<file path="src/rtl/uart_program_loader_pkg.sv">
// Shared types and constants for the UART program loader and its receiver.
package uart_program_loader_pkg;

  typedef enum logic [1:0] {
    WAIT_LEN,
    LOAD,
    DONE,
    ERROR
  } loader_state_t;

  typedef enum logic [1:0] {
    IDLE,
    START,
    DATA,
    STOP
  } uart_rx_state_t;

  localparam int LOADER_BYTES_PER_WORD = 4;

endpackage

</file>
<file path="src/rtl/uart_rx.sv">
// 8N1 UART receiver: 2-flop synchroniser, mid-bit sampling, one-cycle byte/frame-error pulses.
module uart_rx
  import uart_program_loader_pkg::*;
#(
  parameter int CLKS_PER_BIT = 868
) (
  input  logic       clk,
  input  logic       reset,
  input  logic       rx,
  output logic       byte_valid,
  output logic [7:0] byte_data,
  output logic       frame_err
);

  localparam int CNT_W = $clog2(CLKS_PER_BIT);
  localparam logic [CNT_W-1:0] BIT_LAST  = CNT_W'(CLKS_PER_BIT - 1);
  localparam logic [CNT_W-1:0] HALF_LAST = CNT_W'(CLKS_PER_BIT / 2 - 1);

  logic           sync1_q, sync1_d;
  logic           sync2_q, sync2_d;
  logic           prev_q, prev_d;
  uart_rx_state_t state_q, state_d;
  logic [CNT_W-1:0] cnt_q, cnt_d;
  logic [2:0]     bit_q, bit_d;
  logic [7:0]     shift_q, shift_d;

  always_ff @(posedge clk) begin
    if (reset) begin
      sync1_q <= 1'b1;
      sync2_q <= 1'b1;
      prev_q  <= 1'b1;
      state_q <= IDLE;
      cnt_q   <= '0;
      bit_q   <= '0;
      shift_q <= '0;
    end else begin
      sync1_q <= sync1_d;
      sync2_q <= sync2_d;
      prev_q  <= prev_d;
      state_q <= state_d;
      cnt_q   <= cnt_d;
      bit_q   <= bit_d;
      shift_q <= shift_d;
    end
  end

  always_comb begin
    sync1_d    = rx;
    sync2_d    = sync1_q;
    prev_d     = sync2_q;
    state_d    = state_q;
    cnt_d      = cnt_q + 1'b1;
    bit_d      = bit_q;
    shift_d    = shift_q;
    byte_valid = 1'b0;
    frame_err  = 1'b0;
    case (state_q)
      IDLE: begin
        cnt_d = '0;
        if (prev_q && !sync2_q) state_d = START;
      end
      START: begin
        // A line that is high again at mid start bit was only a glitch.
        if (cnt_q == HALF_LAST) begin
          cnt_d   = '0;
          bit_d   = '0;
          state_d = sync2_q ? IDLE : DATA;
        end
      end
      DATA: begin
        if (cnt_q == BIT_LAST) begin
          cnt_d   = '0;
          shift_d = {sync2_q, shift_q[7:1]};
          bit_d   = bit_q + 1'b1;
          if (bit_q == 3'd7) state_d = STOP;
        end
      end
      STOP: begin
        if (cnt_q == BIT_LAST) begin
          cnt_d      = '0;
          state_d    = IDLE;
          byte_valid = sync2_q;
          frame_err  = !sync2_q;
        end
      end
      default: state_d = IDLE;
    endcase
  end

  assign byte_data = shift_q;

endmodule

</file>
<file path="src/rtl/uart_program_loader.sv">
// Receives a length-prefixed little-endian program image over UART and writes it to program memory.
module uart_program_loader
  import uart_program_loader_pkg::*;
#(
  parameter int CLKS_PER_BIT = 868,
  parameter int MAX_WORDS    = 1024,
  parameter int ADDR_W       = 32
) (
  input  logic              clk,
  input  logic              reset,
  input  logic              io_rx,
  output logic              mem_write_enable,
  output logic [ADDR_W-1:0] mem_address,
  output logic [31:0]       mem_write_data,
  output logic              loading,
  output logic              run_flag,
  output logic              load_error,
  output logic [15:0]       words_loaded,
  output loader_state_t     dbg_loader_state
);

  localparam logic [1:0] LAST_BYTE = 2'(LOADER_BYTES_PER_WORD - 1);

  logic       rx_valid;
  logic [7:0] rx_byte;
  logic       rx_frame_err;

  uart_rx #(
    .CLKS_PER_BIT(CLKS_PER_BIT)
  ) u_uart_rx (
    .clk       (clk),
    .reset     (reset),
    .rx        (io_rx),
    .byte_valid(rx_valid),
    .byte_data (rx_byte),
    .frame_err (rx_frame_err)
  );

  loader_state_t     state_q, state_d;
  logic [1:0]        byte_cnt_q, byte_cnt_d;
  logic [31:0]       len_q, len_d;
  logic [31:0]       word_q, word_d;
  logic [31:0]       word_idx_q, word_idx_d;
  logic              wen_q, wen_d;
  logic [ADDR_W-1:0] addr_q, addr_d;
  logic [31:0]       data_q, data_d;
  logic [15:0]       words_q, words_d;
  logic              loading_q, loading_d;

  always_ff @(posedge clk) begin
    if (reset) begin
      state_q    <= WAIT_LEN;
      byte_cnt_q <= '0;
      len_q      <= '0;
      word_q     <= '0;
      word_idx_q <= '0;
      wen_q      <= 1'b0;
      addr_q     <= '0;
      data_q     <= '0;
      words_q    <= '0;
      loading_q  <= 1'b0;
    end else begin
      state_q    <= state_d;
      byte_cnt_q <= byte_cnt_d;
      len_q      <= len_d;
      word_q     <= word_d;
      word_idx_q <= word_idx_d;
      wen_q      <= wen_d;
      addr_q     <= addr_d;
      data_q     <= data_d;
      words_q    <= words_d;
      loading_q  <= loading_d;
    end
  end

  always_comb begin
    state_d    = state_q;
    byte_cnt_d = byte_cnt_q;
    len_d      = len_q;
    word_d     = word_q;
    word_idx_d = word_idx_q;
    wen_d      = 1'b0;
    addr_d     = addr_q;
    data_d     = data_q;
    words_d    = words_q;
    loading_d  = loading_q;
    case (state_q)
      WAIT_LEN: begin
        if (rx_frame_err) begin
          state_d   = ERROR;
          loading_d = 1'b0;
        end else if (rx_valid) begin
          loading_d  = 1'b1;
          len_d      = {rx_byte, len_q[31:8]};
          byte_cnt_d = byte_cnt_q + 1'b1;
          if (byte_cnt_q == LAST_BYTE) begin
            if (len_d == 32'd0 || len_d > 32'(MAX_WORDS)) begin
              state_d   = ERROR;
              loading_d = 1'b0;
            end else begin
              state_d = LOAD;
            end
          end
        end
      end
      LOAD: begin
        if (rx_frame_err) begin
          state_d   = ERROR;
          loading_d = 1'b0;
        end else if (rx_valid) begin
          word_d     = {rx_byte, word_q[31:8]};
          byte_cnt_d = byte_cnt_q + 1'b1;
          if (byte_cnt_q == LAST_BYTE) begin
            wen_d  = 1'b1;
            data_d = word_d;
            addr_d = ADDR_W'(word_idx_q) << 2;
          end
        end
        // Counters advance at the end of the write cycle; the final word ends the load.
        if (wen_q) begin
          word_idx_d = word_idx_q + 32'd1;
          words_d    = (words_q == 16'hFFFF) ? words_q : words_q + 16'd1;
          if (word_idx_d == len_q) begin
            state_d   = DONE;
            loading_d = 1'b0;
          end
        end
      end
      DONE:    ;
      ERROR:   ;
      default: state_d = ERROR;
    endcase
  end

  assign mem_write_enable = wen_q;
  assign mem_address      = addr_q;
  assign mem_write_data   = data_q;
  assign loading          = loading_q;
  assign run_flag         = (state_q == DONE);
  assign load_error       = (state_q == ERROR);
  assign words_loaded     = words_q;
  assign dbg_loader_state = state_q;

endmodule

</file>
<file path="config.mk">
export PLATFORM = sky130hd
export DESIGN_NAME = uart_program_loader
export DESIGN_NICKNAME = d
export VERILOG_FILES = /design/src/rtl/uart_program_loader_pkg.sv /design/src/rtl/uart_rx.sv /design/src/rtl/uart_program_loader.sv
export SDC_FILE = /design/constraint.sdc
export NUM_CORES = 1
export LEC_CHECK = 0
export CORE_MARGIN = 5
export CORE_UTILIZATION = 45
export DETAILED_ROUTE_END_ITERATION = 16
export GPL_TIMING_DRIVEN = 0
export PLACE_DENSITY_LB_ADDON = 0.3
export SYNTH_ARGS = -nofsm -noshare
export SYNTH_HDL_FRONTEND = slang
export SYNTH_SLANG_ARGS = --single-unit
</file>
<file path="constraint.sdc">
create_clock -name clk -period 3.1 [get_ports clk]
set_clock_uncertainty 0.05 [all_clocks]
set_input_delay 0.62 -clock clk [delete_from_list [all_inputs] [get_ports clk]]
set_output_delay 0.62 -clock clk [all_outputs]
set_load 0.005 [all_outputs]
</file>
== Word level (Yosys, flattened, before mapping) ==
Cells that the tools add are included.

* Bits in registers: 206
* Input bits: 3
* Output and inout bits: 86
* Logic and storage cells: 102

* $add $sub $neg: 5
* $lt $le $gt $ge: 1
* Equal/unequal tests: 19
* Muxes and demuxes: 34
* Bitwise gates (word level): 4
* Reductions and logical operators: 22

{| class="wikitable"
|+ Operators by type and width
! kind !! number
|-
| 32-bit by 1-bit adder with 32-bit output (second input constant) || 1
|-
| 32-bit == test || 1
|-
| 32-bit by 11-bit > comparator with 1-bit output (second input constant) || 1
|-
| 32-bit logical NOT || 1
|-
| 10-bit one-hot mux with 3 select lines || 1
|-
| 2-bit two-way mux || 13
|-
| 10-bit two-way mux || 2
|-
| 3-bit AND reduction || 6
|-
| 16-bit by 1-bit adder with 16-bit output (second input constant) || 1
|-
| 16-bit == test (second input constant) || 1
|-
| 1-bit two-way mux || 12
|-
| 10-bit by 1-bit adder with 10-bit output (second input constant) || 1
|-
| 10-bit == test (second input constant) || 1
|-
| 10-bit by 9-bit == test with 1-bit output (second input constant) || 1
|-
| 2-bit == test (second input constant) || 5
|-
| 2-bit by 1-bit inequality test with 1-bit output (second input constant) || 5
|-
| 2-bit one-hot mux with 4 select lines || 1
|-
| 3-bit two-way mux || 2
|-
| 3-bit inequality test (second input constant) || 2
|-
| 3-bit one-hot mux with 2 select lines || 1
|-
| 2-bit AND reduction || 3
|-
| 5-bit AND reduction || 1
|-
| 2-bit by 1-bit == test with 1-bit output (second input constant) || 2
|-
| 2-bit logical NOT || 2
|-
| 13 further kinds || 18
|}

== Depth between registers and ports, before layout ==
* Word-level depth: 7
* Mapped depth: 9
* Mapped depth without buffers: 9

== By module ==
Synthesis repeated with hierarchy kept, for this count alone.

* Cells, all modules: 1059
* Area, all modules: 8583.2 µm²

{| class="wikitable"
|+ By module, submodules not included
! module !! times used !! cells each !! area an instance (µm²) !! sequential area each (µm²)
|-
| uart_program_loader || 1 || 946 || 7448.4 || 3443.3
|-
| uart_rx || 1 || 113 || 1134.8 || 520.5
|}

== Least setup slack after synthesis ==
Ideal clock, no wire load.

* Kind: reg-to-reg
* Start: register word_idx_q[1]
* End: register loading_q, in the netlist loading
* Arrival: 2.231 ns
* Data required time: 2.914 ns
* Path slack: 0.684 ns
* Stages on the path, launching flop included: 10
* Path through: dfxtp_1 -> ha_1 -> buf_2 -> nand3_1 -> nor4_1 -> nand2_1 -> xnor2_1 -> or3b_1 -> nor3_1 -> a221oi_1

* Longest elaborated chain between the ends: 5

{| class="wikitable"
|+ Ends and longest elaborated chain
! item !! RTL line !! RTL
|-
| start: declaration || uart_program_loader.sv:43 || <nowiki>logic [31:0] word_idx_q, word_idx_d;</nowiki>
|-
| start signal: assignment || uart_program_loader.sv:67 || <nowiki>word_idx_q <= word_idx_d;</nowiki>
|-
| 32-bit by 1-bit adder with 32-bit output || uart_program_loader.sv:121 || <nowiki>word_idx_d = word_idx_q + 32'd1;</nowiki>
|-
| 32-bit == test || uart_program_loader.sv:123 || <nowiki>if (word_idx_d == len_q) begin</nowiki>
|-
| 1-bit two-way mux || uart_program_loader.sv:123 ||
|-
| 1-bit two-way mux || uart_program_loader.sv:120 || <nowiki>if (wen_q) begin</nowiki>
|-
| 1-bit one-hot mux with 2 select lines || uart_program_loader.sv:87 || <nowiki>case (state_q)</nowiki>
|-
| end signal: assignment || uart_program_loader.sv:72 || <nowiki>loading_q <= loading_d;</nowiki>
|-
| end: declaration || uart_program_loader.sv:48 || <nowiki>logic loading_q, loading_d;</nowiki>
|}

No other way between the ends.
A chain may end at the register's enable or synchronous reset.

== Final worst setup path ==
Ends and elaborated chain as after synthesis.

==> summary.txt <==
Outcome
  – Status: complete, no violations

Timing
  – Fmax: roughly 0.35 GHz
  – Fin crit period: between 2000 and 3000 ps
  – Hold_ws: about 370 ps
  – Actual slew at the worst max-slew pin: 831 ps
  – Worst slew margin relative to its limit: about 45%
  – Final setup fails: 0
  – Max Transition Viols Final: 0
  – Final Cycle Share: 92.4%
  – Final Hold Viols: 0
  – Setup TNS: 0 ps

Synthesis
  – Synth area leaders: dfxtp_1, nand2_1, a21oi_1
  – Top-count cell post-synth: nand2_1
  – Fraction of registers with async set/reset: 0%
  – Seq/Total Area, Yosys: ~44%
  – Synth unique cells: 64
  – Synthesized cell area: ~9000 µm²
  – Average size of a mapped cell: slightly below 8 µm²
  – Synthesis Warnings: 0
  – Mapped Cells: about 1100
  – Number of synthesized flops with an enable pin: 0
  – Flop and latch count out of synthesis: 198
  – Top cell type's share of synthesized area: between 40% and 50%
  – Most used flip-flop cell after synthesis: dfxtp_1
  – Post-synth top area cell: dfxtp_1
  – Post-synth top cells: nand2_1, dfxtp_1, a21oi_1

Die
  – Die width: between 150 and 200 µm
  – DIE AREA: 22900 µm²
  – Row count: 51
  – Chip height: about 150 µm
  – Core area: between 15000 and 20000 µm²
  – Number of placed I/O pins: approximately 90
  – Initial Util: around 46%

Detailed routing
  – Met3 WL: between 1500 and 2000 µm
  – Wirelength per Cell: between 15 and 20 µm
  – DRC viols: 0
  – Via count: between 8000 and 9000
  – TritonRoute pass-1 iters: 5
  – Starting DRT DRC Count: 704
  – Met2 wire len: 10900 µm
  – Final ANT Viol Nets: 0
  – Total Wirelength: approximately 24000 µm
  – Vias per std cell: 5.40
  – DRT met1 WL: 10900 µm
  – Top routing layer in use: met4

Clock tree
  – Num CTS Buffers: 17
  – Htree depth: 4
  – CTS sink cnt: 198
  – TritonCTS clock tree: done
  – Clock slew at reported path FFs: roughly 70 ps
  – Hold buffer count at CTS: 0
  – Clock root buffer: clkbuf_16
  – Longest Clk Path Bufs: 2
  – Worst-Skew Late Latency: between 400 and 500 ps

Power and ir drop
  – Internal power: between 3 and 4 mW
  – Pleak: between 3 and 4 nW
  – Logic gate share of total power: 2.0%
  – Power Density: about 460 nW/µm²
  – Sw Share: a little under a quarter
  – Peak supply drop: about 0.38 mV
  – Seq pwr share: 51.5%
  – Clock power frac: a little under half
  – Net Sw Power: between 1 and 1.5 mW

Final layout
  – Final nets: around 1300
  – Fillers: 1885
  – Layout cells sized above 1: between 7 and 8%
  – ANT cells: 0
  – P&R area growth vs syn: 20.5%

GRT
  – Global-route wire length before repair: ~39000 µm
  – Largest net degree at the start of global routing: 20
  – Remaining global-route overflow: 0
  – GR Util All Layers: a little over a fifth
  – Number of global-route vias before repair: approximately 7600
  – Initial antenna violation count: 0

Flow run
  – Max cap viols: 0

Critical path
  – FF-to-FF path depth: 9
  – Crit path kind: flip-flop to flip-flop
  – Critical Path RT: between 3000 and 4000 ps
  – Arrival time worst endpoint: about 3100 ps
  – Setup crit end kind: flip-flop
  – Critical Path Start Type: flip-flop
  – Crit-path max FO: 9

Placed design
  – Port Buffers: between 80 and 90
  – Placer Congestion: approximately 0.94
  – Post-detail-place hpwl: ~18000 µm

Min path
  – Hold Path Cell Cnt: 1
  – Hold WC Path Type: flip-flop to flip-flop
layer usage:
metal,vias up,global-route usage (%)
li1,4070,-
met1,3857,29.1
met2,266,33.7
met3,47,3.77
met4,0,7.62
met5,-,0
power groups by stage:
stage	clock network [mW]	registers, mW	logic [mW]
2_1_floorplan	0	2.61	0.0662
3_3_place_gp	0	2.61	0.0974
3_5_place_dp	0	2.61	0.0991
4_1_cts	2.32	2.55	0.0992
5_1_grt	2.45	2.55	0.111
6_report	2.30	2.55	0.0985
metrics by stage:
step | setup slack [ps] | cells | util [%] | total power, mW | area [µm²]
after floorplan | 684 | 1141 | - | 2.68 | 9000
after global placement | -55.5 | 1492 | 52.0 | 2.71 | 10200
after detailed placement | -106 | 1492 | 52.0 | 2.71 | 10200
after CTS | 49.6 | 1524 | 55.2 | 4.97 | 10800
after global routing | -4.66 | 1525 | 55.3 | 5.11 | 10800
final | 237 | 1525 | 55.3 | 4.95 | 10800
what timing repair did:
action                                  4_1_cts  5_1_grt
resized for setup                             1        5
pin swaps                                     0        1
buffers inserted                              0        1
endpoints found under the setup margin        3       76
endpoints found under the hold margin         0        0
critical path: stages, from the launching register on:
cell,delay [ps]
dfxtp_1,520
ha_1,220
buf_2,200
nand3_1,120
nor4_2,390
nand2_1,170
xnor2_1,180
or3b_1,410
nor3_2,330
a221oi_1,140
cell type report:
type | count | area, µm² | share of cell area, %
multi-input combinational | 843 | 4620 | 42.6
sequential | 198 | 3960 | 36.6
timing repair buffer | 87 | 868 | 8.01
clock buffer | 19 | 453 | 4.18
buffer | 78 | 364 | 3.36
tap | 265 | 332 | 3.06
clock inverter | 13 | 154 | 1.42
inverter | 22 | 82.6 | 0.762
registers in the layout (all words and copies together) (netlist names), 8 cells and up, named ones only:
signal,flops
word_q,24
u_uart_rx.cnt_q,10
word_idx_q,32
words_loaded,16
mem_address,30
mem_write_data,32
len_q,32
u_uart_rx.byte_data,8
cells by family (layout without fill, tap and decap cells):
logic type,after synthesis,after routing,synth area share (%)
AO/OA/AOI/OAI,196,196,12.0
XOR/XNOR,85,85,8.27
adder cells (fa/ha/maj),13,13,1.81
buffers and inverters,100,219,4.96
flip-flops,198,198,44.0
multiplexers,4,4,0.445
other,1,2,0.0417
AND/OR/NAND/NOR,543,543,28.4
final timing paths:
kind	slack (ps)	end	start
max reg2reg	240	loading	word_idx_q[1]
max	240	loading	word_idx_q[1]
min	370	u_uart_rx.prev_d	u_uart_rx.sync1_q
min reg2reg	370	u_uart_rx.prev_d	u_uart_rx.sync1_q
cell usage in the layout, fill, tap and decap left out, types with 6 or more instances in the layout:
cell type and instances:
clkdlybuf4s50_1 86, ha_1 13, nand2_1 290, clkbuf_16 17
or3_1 15, nor2b_1 6, xnor2_1 50, buf_4 12
nor4_1 19, clkbuf_1 42, o21ai_0 13, buf_2 23
a21oi_1 147, nand4_1 32, dfxtp_1 198, nor2_1 76
nand3_1 31, and3_1 10, xor2_1 35, nor3_1 16
inv_1 21
No activity file was read; power rests on OpenSTA's default activity.
==> RTL edit, RTL diff (config.mk and constraints unchanged) <==
`CLKS_PER_BIT` is set to 868 in 2 places; all go to 3472.
--- a/src/rtl/uart_rx.sv
+++ b/src/rtl/uart_rx.sv
@@ -4,3 +4,3 @@
 #(
-  parameter int CLKS_PER_BIT = 868
+  parameter int CLKS_PER_BIT = 3472
 ) (
--- a/src/rtl/uart_program_loader.sv
+++ b/src/rtl/uart_program_loader.sv
@@ -4,3 +4,3 @@
 #(
-  parameter int CLKS_PER_BIT = 868,
+  parameter int CLKS_PER_BIT = 3472,
   parameter int MAX_WORDS    = 1024,
Behaviour: no difference found for any inputs over 10 cycles, from zero or initial values and one cycle with reset high; that may be too few to reach the edited logic, so the function may still have changed.
==> RTL edit against the unedited design <==
Sequential cell count is 2 higher. Critical path depth stayed put. Cell count is 2.6% lower. Design area is 1.9% lower. Routed wire length is 9.0% lower. Highest routed layer unchanged. Synthesized area is 2.6% lower. Global-route usage is 1.2 points lower. Utilization is 0.34 points lower. Fmax is 3.6% lower. Setup slack worse by 0.11 ns. Power is 1.4% higher.
==> RTL edit: results (changes against the unedited design) <==
The flow ran to the end, and the final reports show no timing, DRC or antenna violations. The fmax came out at 337 MHz (-3.6%). The number of global-route vias before repair is 7440 (-2.1%), and the number of nets in the layout is 1221 (-3.3%). For the final wirelength, the log shows 21900 µm (-9.0%). The share of the synthesized area in compound gates (AO/OA/AOI/OAI) was 0.108 (-0.0122).

The fraction of the mapped netlist area in adder cells was 0.0157 (-0.00237). By area the synthesized netlist is led by dfxtp_1 46%, nand2_1 13%, a21oi_1 8.2%. The share of post-route cells with drive strength above 1 was 0.0672 (-0.00818); the portion of the post-synthesis area used by sequential elements was 0.457 (+0.0165). The maximum vdd drop was 0.478 mV (+25%).

Post-DP HPWL: 15700 µm (-11%). The tools report the starting DRC count in detailed routing as 583 (-17%). The worst register-to-register path begins at word_idx_q[3]. The parity-gate share of the synthesized area counting xor and xnor cells is 0.0988 (+0.0161), and the total of fill cells in the finished design is 1813 (-3.8%). The number of I/O port buffers works out to 85 (-1.2%). The logs give -0.172 ns (-0.0662 ns) for the pre-CTS worst setup slack and 0.43 ns (-0.02 ns) for the later-pin clock latency in the skew report. The worst-case headroom to the max-slew limit came out at 0.389 (-0.0573). The logs give 0.13 ns (-0.11 ns) for the minimum setup slack among reg-to-reg paths and 0.928 (-0.84%) for the placer congestion estimate.

The total via count after detailed routing is 7716 (-6.4%), and the count of different cell masters after synthesis is 56 (-13%). The tools report the maximum number of pins on one net before global-route repair as 18 (-10%). Multiplexer share of the synthesized area: 0.00457 (+0.000120). Counting instances in the post-synthesis netlist gives the leading cell types as 293 x nand2_1, 200 x dfxtp_1, 143 x a21oi_1. The run gives 2 (+1) as the post-cts repair resize count. For the total global routing track utilization, the log shows 0.201 (-0.0117).
RTL edit: through the flow:
stage / cell area (µm²) / cells / hold WS (ns) / TNS, ns
after floorplan: 8770 / 1102 / 0.339 / 0
after global placement: 9950 / 1452 / 0.348 / -6.88
after detailed placement: 9950 / 1452 / 0.363 / -5.42
after CTS: 10600 / 1484 / 0.376 / 0
after global routing: 10600 / 1485 / 0.391 / -0.00997
final: 10600 / 1485 / 0.373 / 0
RTL edit: routing by layer:
layer  vias to the layer above  GRT usage  share of wire
met4                         0     0.0838          0.031
met5                         -          0              0
met1                      3600      0.269           0.46
li1                       3886          -              -
met2                       195      0.321           0.46
met3                        35     0.0360          0.047
RTL edit: report_power, final:
group          switching, mW  leakage (nW)  internal (mW)  total [mW]
clock                  0.994         0.311           1.35        2.34
sequential           0.00526          1.61           2.57        2.58
combinational         0.0737          1.73         0.0219      0.0956
total                   1.07          3.65           3.94        5.02
RTL edit: logic make-up (layout without fill, tap and decap cells):
logic type | count (synthesis) | after routing
fa+ha+maj | 11 | 11
other cells | 1 | 2
buf+inv | 85 | 203
xor+xnor | 98 | 98
simple gates | 525 | 525
mux | 4 | 4
compound gates | 177 | 177
flops | 200 | 200
RTL edit: layout make-up:
cell class	count	area [µm²]	area share
Timing Repair Buffer	87	866	0.0814
Tap cell	265	332	0.0312
Clock inverter	12	161	0.0152
Sequential cell	200	4010	0.377
Buffer	74	330	0.0311
Inverter	10	37.5	0.00353
Clock buffer	20	467	0.0439
Multi-Input combinational cell	817	4430	0.417
RTL edit: worst max-delay path: stages (launching register included):
cell and delay (ns):
dfxtp_1 0.30, buf_2 0.19, and4_1 0.30, nand3_1 0.24, nor4_4 0.40, xnor2_1 0.16
nor2_1 0.08, or4_1 0.59, nor4_4 0.40, o41a_1 0.21
